===== src/rtl/seq_detect_pkg.sv =====
// Shared types and elaboration-time helpers for the parametrised serial pattern detector.
// The next-state table is built once from the pattern using a KMP failure function.
package seq_detect_pkg;

  localparam int unsigned MaxPatLen = 16;
  localparam int unsigned NsEntryW  = 5;
  localparam int unsigned NsEntries = 2 * (MaxPatLen + 1);

  // Flattened table: entry (2*state + bit) holds the next state index.
  typedef logic [NsEntries*NsEntryW-1:0] ns_table_t;

  function automatic int unsigned state_width(int unsigned pat_len);
    return $clog2(pat_len + 1);
  endfunction

  function automatic int unsigned get_entry(ns_table_t v, int unsigned idx);
    return 32'(NsEntryW'(v >> (idx * NsEntryW)));
  endfunction

  function automatic ns_table_t set_entry(ns_table_t v, int unsigned idx, int unsigned val);
    return v | (ns_table_t'(val) << (idx * NsEntryW));
  endfunction

  function automatic logic bit_at(logic [MaxPatLen-1:0] v, int unsigned idx);
    return ((v >> idx) & MaxPatLen'(1)) != '0;
  endfunction

  function automatic ns_table_t build_next_state(logic [MaxPatLen-1:0] pattern,
                                                 int unsigned pat_len, logic overlap);
    ns_table_t             tbl;
    ns_table_t             fail;
    logic [MaxPatLen-1:0]  p;
    int unsigned           j;
    int unsigned           nxt;
    tbl  = '0;
    fail = '0;
    p    = '0;
    // p[i] is the i-th bit received, i.e. the pattern read MSB first.
    for (int unsigned i = 0; i < pat_len; i++) begin
      if (bit_at(pattern, pat_len - 1 - i)) p = p | (MaxPatLen'(1) << i);
    end
    for (int unsigned i = 1; i < pat_len; i++) begin
      j = get_entry(fail, i);
      while (j > 0 && bit_at(p, i) != bit_at(p, j)) j = get_entry(fail, j);
      if (bit_at(p, i) == bit_at(p, j)) j = j + 1;
      fail = set_entry(fail, i + 1, j);
    end
    for (int unsigned k = 0; k <= pat_len; k++) begin
      for (int unsigned b = 0; b < 2; b++) begin
        if (k < pat_len && bit_at(p, k) == (b != 0)) nxt = k + 1;
        else if (k == 0)                               nxt = 0;
        else if (k == pat_len && !overlap)             nxt = get_entry(tbl, b);
        else                                           nxt = get_entry(tbl, 2 * get_entry(fail, k) + b);
        tbl = set_entry(tbl, 2 * k + b, nxt);
      end
    end
    return tbl;
  endfunction

endpackage


===== src/rtl/seq_detect_moore_param_if.sv =====
// Serial input, qualifier/clear controls and detector status outputs.
interface seq_detect_moore_param_if #(
  parameter int unsigned PAT_LEN = 3,
  parameter int unsigned CNT_W   = 8
);
  localparam int unsigned SW = seq_detect_pkg::state_width(PAT_LEN);

  logic             E;
  logic             EN;
  logic             CNT_CLR;
  logic             Q;
  logic [SW-1:0]    STATE;
  logic [CNT_W-1:0] MATCH_CNT;

  modport master (output E, EN, CNT_CLR, input Q, STATE, MATCH_CNT);
  modport slave  (input E, EN, CNT_CLR, output Q, STATE, MATCH_CNT);
endinterface


===== src/rtl/sat_counter.sv =====
// Saturating up-counter with synchronous active-low reset and a clear that beats increment.
module sat_counter #(
  parameter int unsigned CNT_W = 8
) (
  input  logic             clk,
  input  logic             rst_n,
  input  logic             inc,
  input  logic             clr,
  output logic [CNT_W-1:0] count
);
  localparam logic [CNT_W-1:0] MaxCount = '1;

  logic [CNT_W-1:0] count_q, count_d;

  always_comb begin
    count_d = count_q;
    if (clr)                              count_d = '0;
    else if (inc && count_q != MaxCount)  count_d = count_q + CNT_W'(1);
  end

  always_ff @(posedge clk) begin
    if (!rst_n) count_q <= '0;
    else        count_q <= count_d;
  end

  assign count = count_q;
endmodule


===== src/rtl/seq_detect_moore_param.sv =====
// Moore serial pattern detector: STATE counts matched pattern bits, Q flags a full match.
// The transition table is computed at elaboration, so the runtime logic is a single lookup.
module seq_detect_moore_param #(
  parameter int unsigned          PAT_LEN = 3,
  parameter logic [PAT_LEN-1:0]   PATTERN = 3'b011,
  parameter logic                 OVERLAP = 1'b1,
  parameter int unsigned          CNT_W   = 8
) (
  input logic                      CLK,
  input logic                      RST_N,
  seq_detect_moore_param_if.slave  bus
);
  import seq_detect_pkg::*;

  if (PAT_LEN < 1 || PAT_LEN > MaxPatLen) begin : g_bad_pat_len
    $error("PAT_LEN must be in 1..16");
  end
  if (CNT_W < 1 || CNT_W > 32) begin : g_bad_cnt_w
    $error("CNT_W must be in 1..32");
  end

  localparam int unsigned      SW        = state_width(PAT_LEN);
  localparam ns_table_t        NsTable   = build_next_state(MaxPatLen'(PATTERN), PAT_LEN,
                                                            OVERLAP);
  localparam logic [SW-1:0]    FullState = SW'(PAT_LEN);

  logic [SW-1:0]    state_q, state_d;
  logic             q_q, q_d;
  logic             hit;
  logic [CNT_W-1:0] match_cnt;

  always_comb begin
    state_d = state_q;
    q_d     = q_q;
    hit     = 1'b0;
    if (bus.EN) begin
      // Encodings above PAT_LEN are unreachable; fall back to the idle state.
      if (state_q > FullState) begin
        state_d = '0;
      end else begin
        state_d = SW'(NsTable >> ((32'(state_q) * 2 + 32'(bus.E)) * NsEntryW));
      end
      q_d = (state_d == FullState);
      hit = q_d;
    end
  end

  always_ff @(posedge CLK) begin
    if (!RST_N) begin
      state_q <= '0;
      q_q     <= 1'b0;
    end else begin
      state_q <= state_d;
      q_q     <= q_d;
    end
  end

  sat_counter #(
    .CNT_W (CNT_W)
  ) u_match_cnt (
    .clk   (CLK),
    .rst_n (RST_N),
    .inc   (hit),
    .clr   (bus.CNT_CLR),
    .count (match_cnt)
  );

  assign bus.Q         = q_q;
  assign bus.STATE     = state_q;
  assign bus.MATCH_CNT = match_cnt;
endmodule


===== src/flat_wrapper.sv =====
// flat-port wrapper written by rule: the top's interface ports become plain ports
module seq_detect_moore_param_flat import seq_detect_pkg::*;
#(
  parameter int unsigned          PAT_LEN = 3,
  parameter logic [PAT_LEN-1:0]   PATTERN = 3'b011,
  parameter logic                 OVERLAP = 1'b1,
  parameter int unsigned          CNT_W   = 8
)
  (CLK, RST_N, bus_E, bus_EN, bus_CNT_CLR, bus_Q, bus_STATE, bus_MATCH_CNT);
  seq_detect_moore_param_if #(.PAT_LEN(PAT_LEN), .CNT_W(CNT_W)) bus_i ();
  input logic CLK;
  input logic RST_N;
  input wire logic [$bits(bus_i.E)-1:0] bus_E;
  input wire logic [$bits(bus_i.EN)-1:0] bus_EN;
  input wire logic [$bits(bus_i.CNT_CLR)-1:0] bus_CNT_CLR;
  output wire logic [$bits(bus_i.Q)-1:0] bus_Q;
  output wire logic [$bits(bus_i.STATE)-1:0] bus_STATE;
  output wire logic [$bits(bus_i.MATCH_CNT)-1:0] bus_MATCH_CNT;
  assign bus_i.E = bus_E;
  assign bus_i.EN = bus_EN;
  assign bus_i.CNT_CLR = bus_CNT_CLR;
  assign bus_Q = bus_i.Q;
  assign bus_STATE = bus_i.STATE;
  assign bus_MATCH_CNT = bus_i.MATCH_CNT;
  seq_detect_moore_param #(.PAT_LEN(PAT_LEN), .PATTERN(PATTERN), .OVERLAP(OVERLAP), .CNT_W(CNT_W)) u_core (.CLK(CLK), .RST_N(RST_N), .bus(bus_i));
endmodule

===== config.mk =====
export PLATFORM = sky130hd
export DESIGN_NAME = seq_detect_moore_param_flat
export DESIGN_NICKNAME = d
export VERILOG_FILES = /design/src/rtl/seq_detect_pkg.sv /design/src/rtl/seq_detect_moore_param_if.sv /design/src/rtl/sat_counter.sv /design/src/rtl/seq_detect_moore_param.sv /design/src/flat_wrapper.sv
export SDC_FILE = /design/constraint.sdc
export NUM_CORES = 1
export LEC_CHECK = 0
export CAP_MARGIN = 5
export CORE_MARGIN = 2
export CORE_UTILIZATION = 50
export DETAILED_ROUTE_END_ITERATION = 8
export PLACE_DENSITY = 0.8
export SYNTH_ARGS = -nofsm -noshare
export SYNTH_HDL_FRONTEND = slang
export SYNTH_SLANG_ARGS = --single-unit

===== constraint.sdc =====
create_clock -name CLK -period 4.1 [get_ports CLK]
set_clock_uncertainty 0.1 [all_clocks]
set_input_delay 1.025 -clock CLK [delete_from_list [all_inputs] [get_ports CLK]]
set_output_delay 1.025 -clock CLK [all_outputs]
set_load 0.02 [all_outputs]

==> qor.yml <==
dpl.hpwl_mm: 1.09
drcViolationCount: 0
n_antenna_cell: 0
arrival_ns: 3.52
synth_seq_cells: 11
fp.dieH_um: 41.5
cts_tree: "yes"
via_count: 580
hold_viol: 0
critPathRequiredTime_ns: 4.20
areaGrowthSynthToFinish_pct: 27.2
grt_max_degree: 9
tns_ns: 0
num-fill-cells: 106
dr.pass1.iters: 4
critPathKind: "in2reg"
syn-num-nets: 88
h-tree-depth: 1
yosys.area.top_type: "dfxtp_1"
cts.sinks: 11
avgViaCountPerCell: 5.42
gp_congestion: 0.812
post_cts_buffers: 0
synth_most_common_cell: "dfxtp_1"
min_path_type: "reg2reg"
die_w_um: 41.5
totalWireLength_mm: 1.33
io_pins: 16
drive_above_1_share: 0.0652
numCtsBuffers: 3
synth.avg_cell_area_um2: 9.50
placed_area_um2: 868
ir_drop_v: 0.000209
root_buffer: "clkbuf_4"
gr-usage-all-layers: 0.170
clockBufferDepth: 2
grt_first_pass_wirelength_mm: 2.27
p_leak_nw: 0.328
ys_seq_area_frac: 0.313
cts_resized: 0
hold_buffers: 0
fin_nets: 107
initial_core_util: 0.540
multiInputGateArea_um2: 464
period_share: 0.836
rows: 13
clock_latency_ns: 0.27
max_freq_mhz: 292
synth_edf_count: 0
grt_pass1_vias: 535
setup_viol: 0
synthArstFlopShare: 0
ys_top_cells_by_area: "dfxtp_1, ha_1, mux2i_1"
globalRoute.totalOverflow: 0
synth_common_cells: "dfxtp_1, ha_1"
path_max_fanout: 8
seqCellArea_um2: 220
maxSlewViolCount: 0
maxCapViolations: 0
io_buffers: 15
core_area_um2: 1300
hold_slack_ns: 0.374
worstMarginPinSlew_ns: 0.388
syn_area_um2: 703
synth_top_area_share: 0.313
yosys_most_used_dff: "dfxtp_1"
antenna_found_initial: 0
synth_warnings: 0
synth_cells: 74
dieArea_um2: 1720
path_clk_slew_ns: 0.06
finalInstanceArea_um2: 895
period_needed_ns: 3.43
crit_path_start_kind: "input port"
wire_per_inst_um: 12.5
drt_iter0_drc: 11
grt_setup_unrepaired: "false"
crit_path_end_kind: "register"
synth_cell_types: 30
slew_headroom: 0.741
outcome: "finished clean"
power_density_nw_per_um2: 231
ant_nets: 0
## final timing paths
path | start | to | slack (ns) | depth (start not counted)
hold / removal | u_core.bus.Q$_SDFFE_PN0P_ | u_core.bus.Q$_SDFFE_PN0P_ | 0.37 | 2
setup reg to reg | u_core.bus.STATE[1]$_SDFFE_PN0P_ | u_core.u_match_cnt.count[5]$_SDFFE_PP0P_ | 1.57 | 8
hold reg to reg | u_core.bus.Q$_SDFFE_PN0P_ | u_core.bus.Q$_SDFFE_PN0P_ | 0.37 | 2
setup / recovery | bus_E | u_core.u_match_cnt.count[5]$_SDFFE_PP0P_ | 0.67 | 9
## cell type report
| cell class | count | area share |
|---|---|---|
| sequential | 11 | 0.246 |
| inverter | 4 | 0.0168 |
| clock buffer | 4 | 0.0294 |
| multi-input combinational | 58 | 0.519 |
| tap | 15 | 0.0210 |
| timing repair buffer | 15 | 0.168 |
## cells by family (layout without fill, tap and decap cells)
family,after synthesis,after routing,share of synthesized area
flops,11,11,0.313
simple gates,30,30,0.274
compound gates,13,13,0.144
fa+ha+maj,9,9,0.160
buf+inv,5,23,0.0267
xor+xnor,2,2,0.0249
mux,4,4,0.0569
## power breakdown
part	switching (mW)	total, mW	internal (mW)	leakage [nW]
combinational	0.0133	0.0252	0.0119	0.224
sequential	0.00151	0.109	0.108	0.0888
clock	0.0343	0.0720	0.0377	0.0150
## worst max-delay path, stage by stage
cell             delay, ns
clkdlybuf4s50_1       0.47
ha_1                  0.23
ha_1                  0.18
ha_1                  0.35
nor3b_1               0.20
a311oi_4              0.39
nand3_4               0.16
or3_1                 0.37
a21oi_1               0.14
## metrics by stage
stage	power, mW	instances	setup slack, ns	util
after global placement	0.136	103	0.455	0.667
after global routing	0.215	107	0.534	0.688
after floorplan	0.127	74	1.05	-
after CTS	0.210	107	0.666	0.688
final	0.206	107	0.673	0.688
after detailed placement	0.137	103	0.390	0.667
## flip-flops by register name, summed over array words and instances (netlist names)
name,flops
u_core.u_match_cnt.count,8
u_core.bus.STATE,2
u_core.bus.Q,1
## cells in the final DEF (no fill, tap or decap), drive strengths merged, types with 2 or more instances in the layout
cell,count
clkdlybuf4s50,15
o21ai,4
mux2i,4
a21oi,3
nor2b,2
clkbuf,4
inv,4
nand4,2
nor2,4
ha,9
o21a,2
nand2b,2
or3,3
nand2,3
nand4b,2
nand3,5
nor3b,2
dfxtp,11
## metal layers
metal	global-route usage	part of all wire	wire length [um]
met5	0	0	0
met4	0.0387	0.0045	6
met3	0.0652	0.052	70
met2	0.278	0.46	612
met1	0.211	0.48	644
No activity file was read; power rests on OpenSTA's default activity.
